===== src/rtl/fetch_seq.sv =====
// Instruction fetch sequencer: walks the PC through sequential, branch and halt flow for the instruction ROM.
// Latency: start to first live fetch is one cycle; inst_addr_out, fetch_valid and halt come straight from registers.
// Backpressure: stall freezes PC, state and counters for that cycle. FETCH_SEQ_BRANCH_CT_EN enables the taken-branch counter.
module fetch_seq #(
  parameter int A  = 16,
  parameter int OV = 1000
) (
  input  logic         clk,
  input  logic         reset,
  input  logic         start,
  input  logic [A-1:0] start_addr,
  input  logic         ctrl_branch,
  input  logic         take_branch,
  input  logic [7:0]   branch_offset,
  input  logic         stall,
  input  logic         halt_req,
  output logic [A-1:0] inst_addr_out,
  output logic         fetch_valid,
  output logic         halt,
  output logic [15:0]  cycle_ct,
  output logic [15:0]  branch_ct
);

  typedef enum logic [1:0] {
    IDLE   = 2'd0,
    RUN    = 2'd1,
    HALTED = 2'd2
  } state_t;

  localparam logic [A-1:0] PC_ONE  = {{(A-1){1'b0}}, 1'b1};
  localparam logic [31:0]  OV_LIM  = 32'(OV);
  localparam logic [15:0]  CT_MAX  = 16'hFFFF;

  state_t         state_q, state_d;
  logic [A-1:0]   pc_q, pc_d;
  logic [15:0]    cyc_q, cyc_d;
  logic [A-1:0]   offset_sx;
  logic [A-1:0]   next_pc;
  logic           br_taken;
  logic           advance;

  // Candidate next PC: relative branch when both branch strobes agree, else sequential.
  always_comb begin
    offset_sx = {{(A-8){branch_offset[7]}}, branch_offset};
    br_taken  = ctrl_branch && take_branch;
    next_pc   = br_taken ? (pc_q + offset_sx) : (pc_q + PC_ONE);
    advance   = (state_q == RUN) && !stall;
  end

  // Next-state and datapath selection; start wins over everything except reset.
  always_comb begin
    state_d = state_q;
    pc_d    = pc_q;
    cyc_d   = cyc_q;
    if (start) begin
      state_d = RUN;
      pc_d    = start_addr;
      cyc_d   = 16'd0;
    end else begin
      case (state_q)
        RUN: begin
          if (!stall) begin
            if (cyc_q != CT_MAX) begin
              cyc_d = cyc_q + 16'd1;
            end
            if (halt_req) begin
              // halt instruction retires in place; PC stays on it
              state_d = HALTED;
            end else begin
              pc_d = next_pc;
              // running off the end of the program also halts, exposing the offending address
              if (32'(next_pc) >= OV_LIM) begin
                state_d = HALTED;
              end
            end
          end
        end
        IDLE:    state_d = IDLE;
        HALTED:  state_d = HALTED;
        default: state_d = IDLE;
      endcase
    end
  end

  // State, PC and retire counter registers with synchronous active-low reset.
  always_ff @(posedge clk) begin
    if (!reset) begin
      state_q <= IDLE;
      pc_q    <= '0;
      cyc_q   <= 16'd0;
    end else begin
      state_q <= state_d;
      pc_q    <= pc_d;
      cyc_q   <= cyc_d;
    end
  end

`ifdef FETCH_SEQ_BRANCH_CT_EN
  logic [15:0] br_q, br_d;

  // Taken-branch counter: counts only branches that actually redirect (halt suppresses them).
  always_comb begin
    br_d = br_q;
    if (start) begin
      br_d = 16'd0;
    end else if (advance && br_taken && !halt_req && (br_q != CT_MAX)) begin
      br_d = br_q + 16'd1;
    end
  end

  // Taken-branch counter register.
  always_ff @(posedge clk) begin
    if (!reset) begin
      br_q <= 16'd0;
    end else begin
      br_q <= br_d;
    end
  end

  assign branch_ct = br_q;
`else
  assign branch_ct = 16'd0;
`endif

  assign inst_addr_out = pc_q;
  assign fetch_valid   = (state_q == RUN);
  assign halt          = (state_q == HALTED);
  assign cycle_ct      = cyc_q;

endmodule


===== config.mk =====
export PLATFORM = sky130hd
export DESIGN_NAME = fetch_seq
export DESIGN_NICKNAME = d
export VERILOG_FILES = /design/src/rtl/fetch_seq.sv
export SDC_FILE = /design/constraint.sdc
export NUM_CORES = 1
export LEC_CHECK = 0
export BUFFER_PORTS_ARGS = -buffer_cell sky130_fd_sc_hd__buf_2
export CELL_PAD_IN_SITES_DETAIL_PLACEMENT = 0
export CELL_PAD_IN_SITES_GLOBAL_PLACEMENT = 1
export CORE_UTILIZATION = 38
export DETAILED_ROUTE_END_ITERATION = 10
export PLACE_DENSITY_LB_ADDON = 0.1
export SLEW_MARGIN = 30
export SYNTH_ARGS = -nofsm -noshare
export SYNTH_HDL_FRONTEND = slang
export SYNTH_SLANG_ARGS = --single-unit
export TNS_END_PERCENT = 20

===== constraint.sdc =====
create_clock -name clk -period 5.2 [get_ports clk]
set_input_delay 1.04 -clock clk [delete_from_list [all_inputs] [get_ports clk]]
set_output_delay 1.04 -clock clk [all_outputs]
set_load 0.05 [all_outputs]

==> impl_metrics.toml <==
[timing]
hold_viol_final = 0
min_period_ns = 3.97
setup_violations = 0
tightest_slew_ns = 0.686
relSlewSlack_pct = 54.2
rsz0062_at_grt = "false"
tns_ns = 0
min_period_over_period_pct = 76.3
slew_viol_final = 0
holdWs_ns = 0.503
fmax_ghz = 0.252
skew_ns = 0.00684

[worst_setup_path]
r2r_start = "inst_addr_out[0]$_SDFFE_PN0P_"
rrSetupSlack_ns = 1.87
critical_path_required_ns = 5.37
r2r_cells = 10
cp.arrival_ns = 4.14
start_kind = "primary input"
r2r_end = "state_q[1]$_SDFFE_PP0P_"
crit_type = "in -> reg"
cp-end-kind = "register"
crit_fanout = 4

[finish]
diodes = 0
final_nets = 448
fin_cells = 502
mostFrequentLayoutCell = "buf_2"
final_cell_mix = "64 x buf_2, 46 x nand2_1, 34 x dfxtp_1"
drive_above_1_share_pct = 21.4
syn2layout_area_growth_pct = 13.3

[place]
place_inst = 494
hpwl_mm = 5.08
numPortBuffers = 64
gp_congestion = 0.866

[clock_tree]
cts_setup_buffers = 0
cts_tree = "yes"
clockBufferDepth = 2
clk_pin_slew_ns = 0.07
cts_max_level = 2
cts_root_buf = "clkbuf_8"
cts_hold_buffers = 0
clkSinkCount = 34
clock_latency_ns = 0.28
cts_resized = 0
cts_buffers = 5

[floorplanning]
rows = 30
coreArea_sq_mm = 0.00687
dieHeight_um = 86.8
initial_core_util_pct = 39.8
die_w_um = 86.8
io_pins = 81
die_area_sq_mm = 0.00753

[hold_path]
min_to = "cycle_ct[9]$_SDFFE_PP0P_"
hp-start = "cycle_ct[9]$_SDFFE_PP0P_"
hold_depth = 2
hp-class = "reg -> reg"

[global_route]
gr-usage-met1_pct = 25.7
grt_util_met3_pct = 4.86
grt_max_degree = 35
grtUsageMet2_pct = 28.3
antenna_found_initial = 0
overflow = 0
globalRoute.busiestLayer = "met2"
grt_pass1_vias = 2309
grt_usage_pct = 18.4
grt_first_pass_wirelength_mm = 11.0

[route]
wire_per_inst_um = 13.4
drc = 0
num_vias = 2568
drt_iter0_drc = 108
totalWireLength_mm = 6.71
drtPass1Iterations = 4
viasPerCell = 5.12
ant_nets = 0

[synth]
ys_ff_latch = 34
netlist_instances = 353
synthArstFlopShare_pct = 0
synth.distinct_cells = 59
synth_top_area_cell = "dfxtp_1"
synth-main-ff-cell = "dfxtp_1"
synth.area.top_cells = "dfxtp_1 25%, nand2_1 6.3%, ha_1 5.0%"
synth_area_sq_mm = 0.00273
synth_edf_count = 0
synth.top_cell.area_share_pct = 24.9
yosysWarnings = 0
avgSynthCellArea_sq_um = 7.74
ys_seq_area_share_pct = 24.9

[status]
status = "complete, no violations"

[pwr]
leakagePower_uw = 0.00140
p_per_area_mw_per_mm2 = 210
ir_drop_uv = 107

[flow_run]
drv_cap = 0
[flip-flops by register name (all words and copies together) (netlist names)]
name and count:
cycle_ct 16, state_q 2, inst_addr_out 16
[cell families (layout without fill, tap and decap cells)]
kind of cell	Yosys count	count (layout)	synth area share [%]
buf+inv	42	80	9.57
mux	9	9	3.34
simple gates	153	153	28.7
compound gates	73	73	18.2
fa+ha+maj	12	12	5.77
flops	34	34	24.9
other cells	1	16	0.137
xor+xnor	29	29	9.30
[critical path, cell delays in order]
cell and delay (ns):
buf_2 0.09, nand3b_1 0.14, ha_1 0.23, fa_1 0.41, a21o_1 0.23, a221oi_1 0.48
xnor2_1 0.21, o2111ai_1 0.17, a2111oi_2 0.40, a211oi_1 0.14, a31oi_1 0.25, mux2_1 0.34
[through the flow]
step / worst slack [ns] / instance area [sq um] / power [uW] / utilization, %
2_1_floorplan: 1.39 / 2790 / 429 / -
3_3_place_gp: 1.06 / 3000 / 455 / 43.7
6_report: 1.23 / 3090 / 651 / 45.0
4_1_cts: 1.24 / 3090 / 659 / 45.0
3_5_place_dp: 0.959 / 3000 / 455 / 43.7
5_1_grt: 0.967 / 3090 / 689 / 45.0
[final cells by class]
cell class,instances,area (sq um)
clock buffers,7,86.3
clock inverters,1,5.00
fillers,740,3770
inverters,7,26.3
multi-input cells,292,1850
flip-flops and latches,34,681
well taps,96,120
repair buffers,65,328
[worst max-delay path by stage]
stage                                 from                       to  slack, ns  depth (start not counted)
after detailed placement       ctrl_branch  state_q[1]$_SDFFE_PP0P_       0.96                         12
after floorplan           branch_offset[0]  state_q[1]$_SDFFE_PP0P_       1.39                         11
after global routing           ctrl_branch  state_q[1]$_SDFFE_PP0P_       0.97                         12
final                     branch_offset[0]  state_q[1]$_SDFFE_PP0P_       1.23                         12
after global placement    branch_offset[0]  state_q[1]$_SDFFE_PP0P_       1.06                         12
after CTS                      ctrl_branch  state_q[1]$_SDFFE_PP0P_       1.24                         12
[per-layer routing]
layer / vias to the layer above / wire length [um]
met5: - / 0
met4: 0 / 82
met3: 8 / 387
met2: 76 / 2860
met1: 1173 / 3370
li1: 1311 / -
[power by group]
group | internal, uW | leakage, uW | switching, uW
combinational | 52.1 | 0.00108 | 114
sequential | 269 | 0.000277 | 15.0
clock | 107 | 0.0000482 | 94.8
[cell usage after synthesis (2+ instances only)]
cell	number
and4_1	4
or3_1	6
nor3_1	7
nor2b_1	10
and2_1	11
a32oi_1	2
nand4_1	4
a21o_1	5
o211a_1	2
nor2_1	28
buf_4	16
a31oi_1	2
xor2_1	15
o21ai_0	17
clkbuf_8	2
dfxtp_1	34
nand2_1	46
and3_1	10
a21oi_1	22
clkbuf_1	12
mux2i_1	8
a211oi_1	5
ha_1	11
xnor2_1	14
nand3_1	11
nand2b_1	4
and3_2	2
o2111ai_1	3
buf_6	3
a221oi_1	2
o211ai_1	2
inv_1	6
No activity file was read; power rests on OpenSTA's default activity.
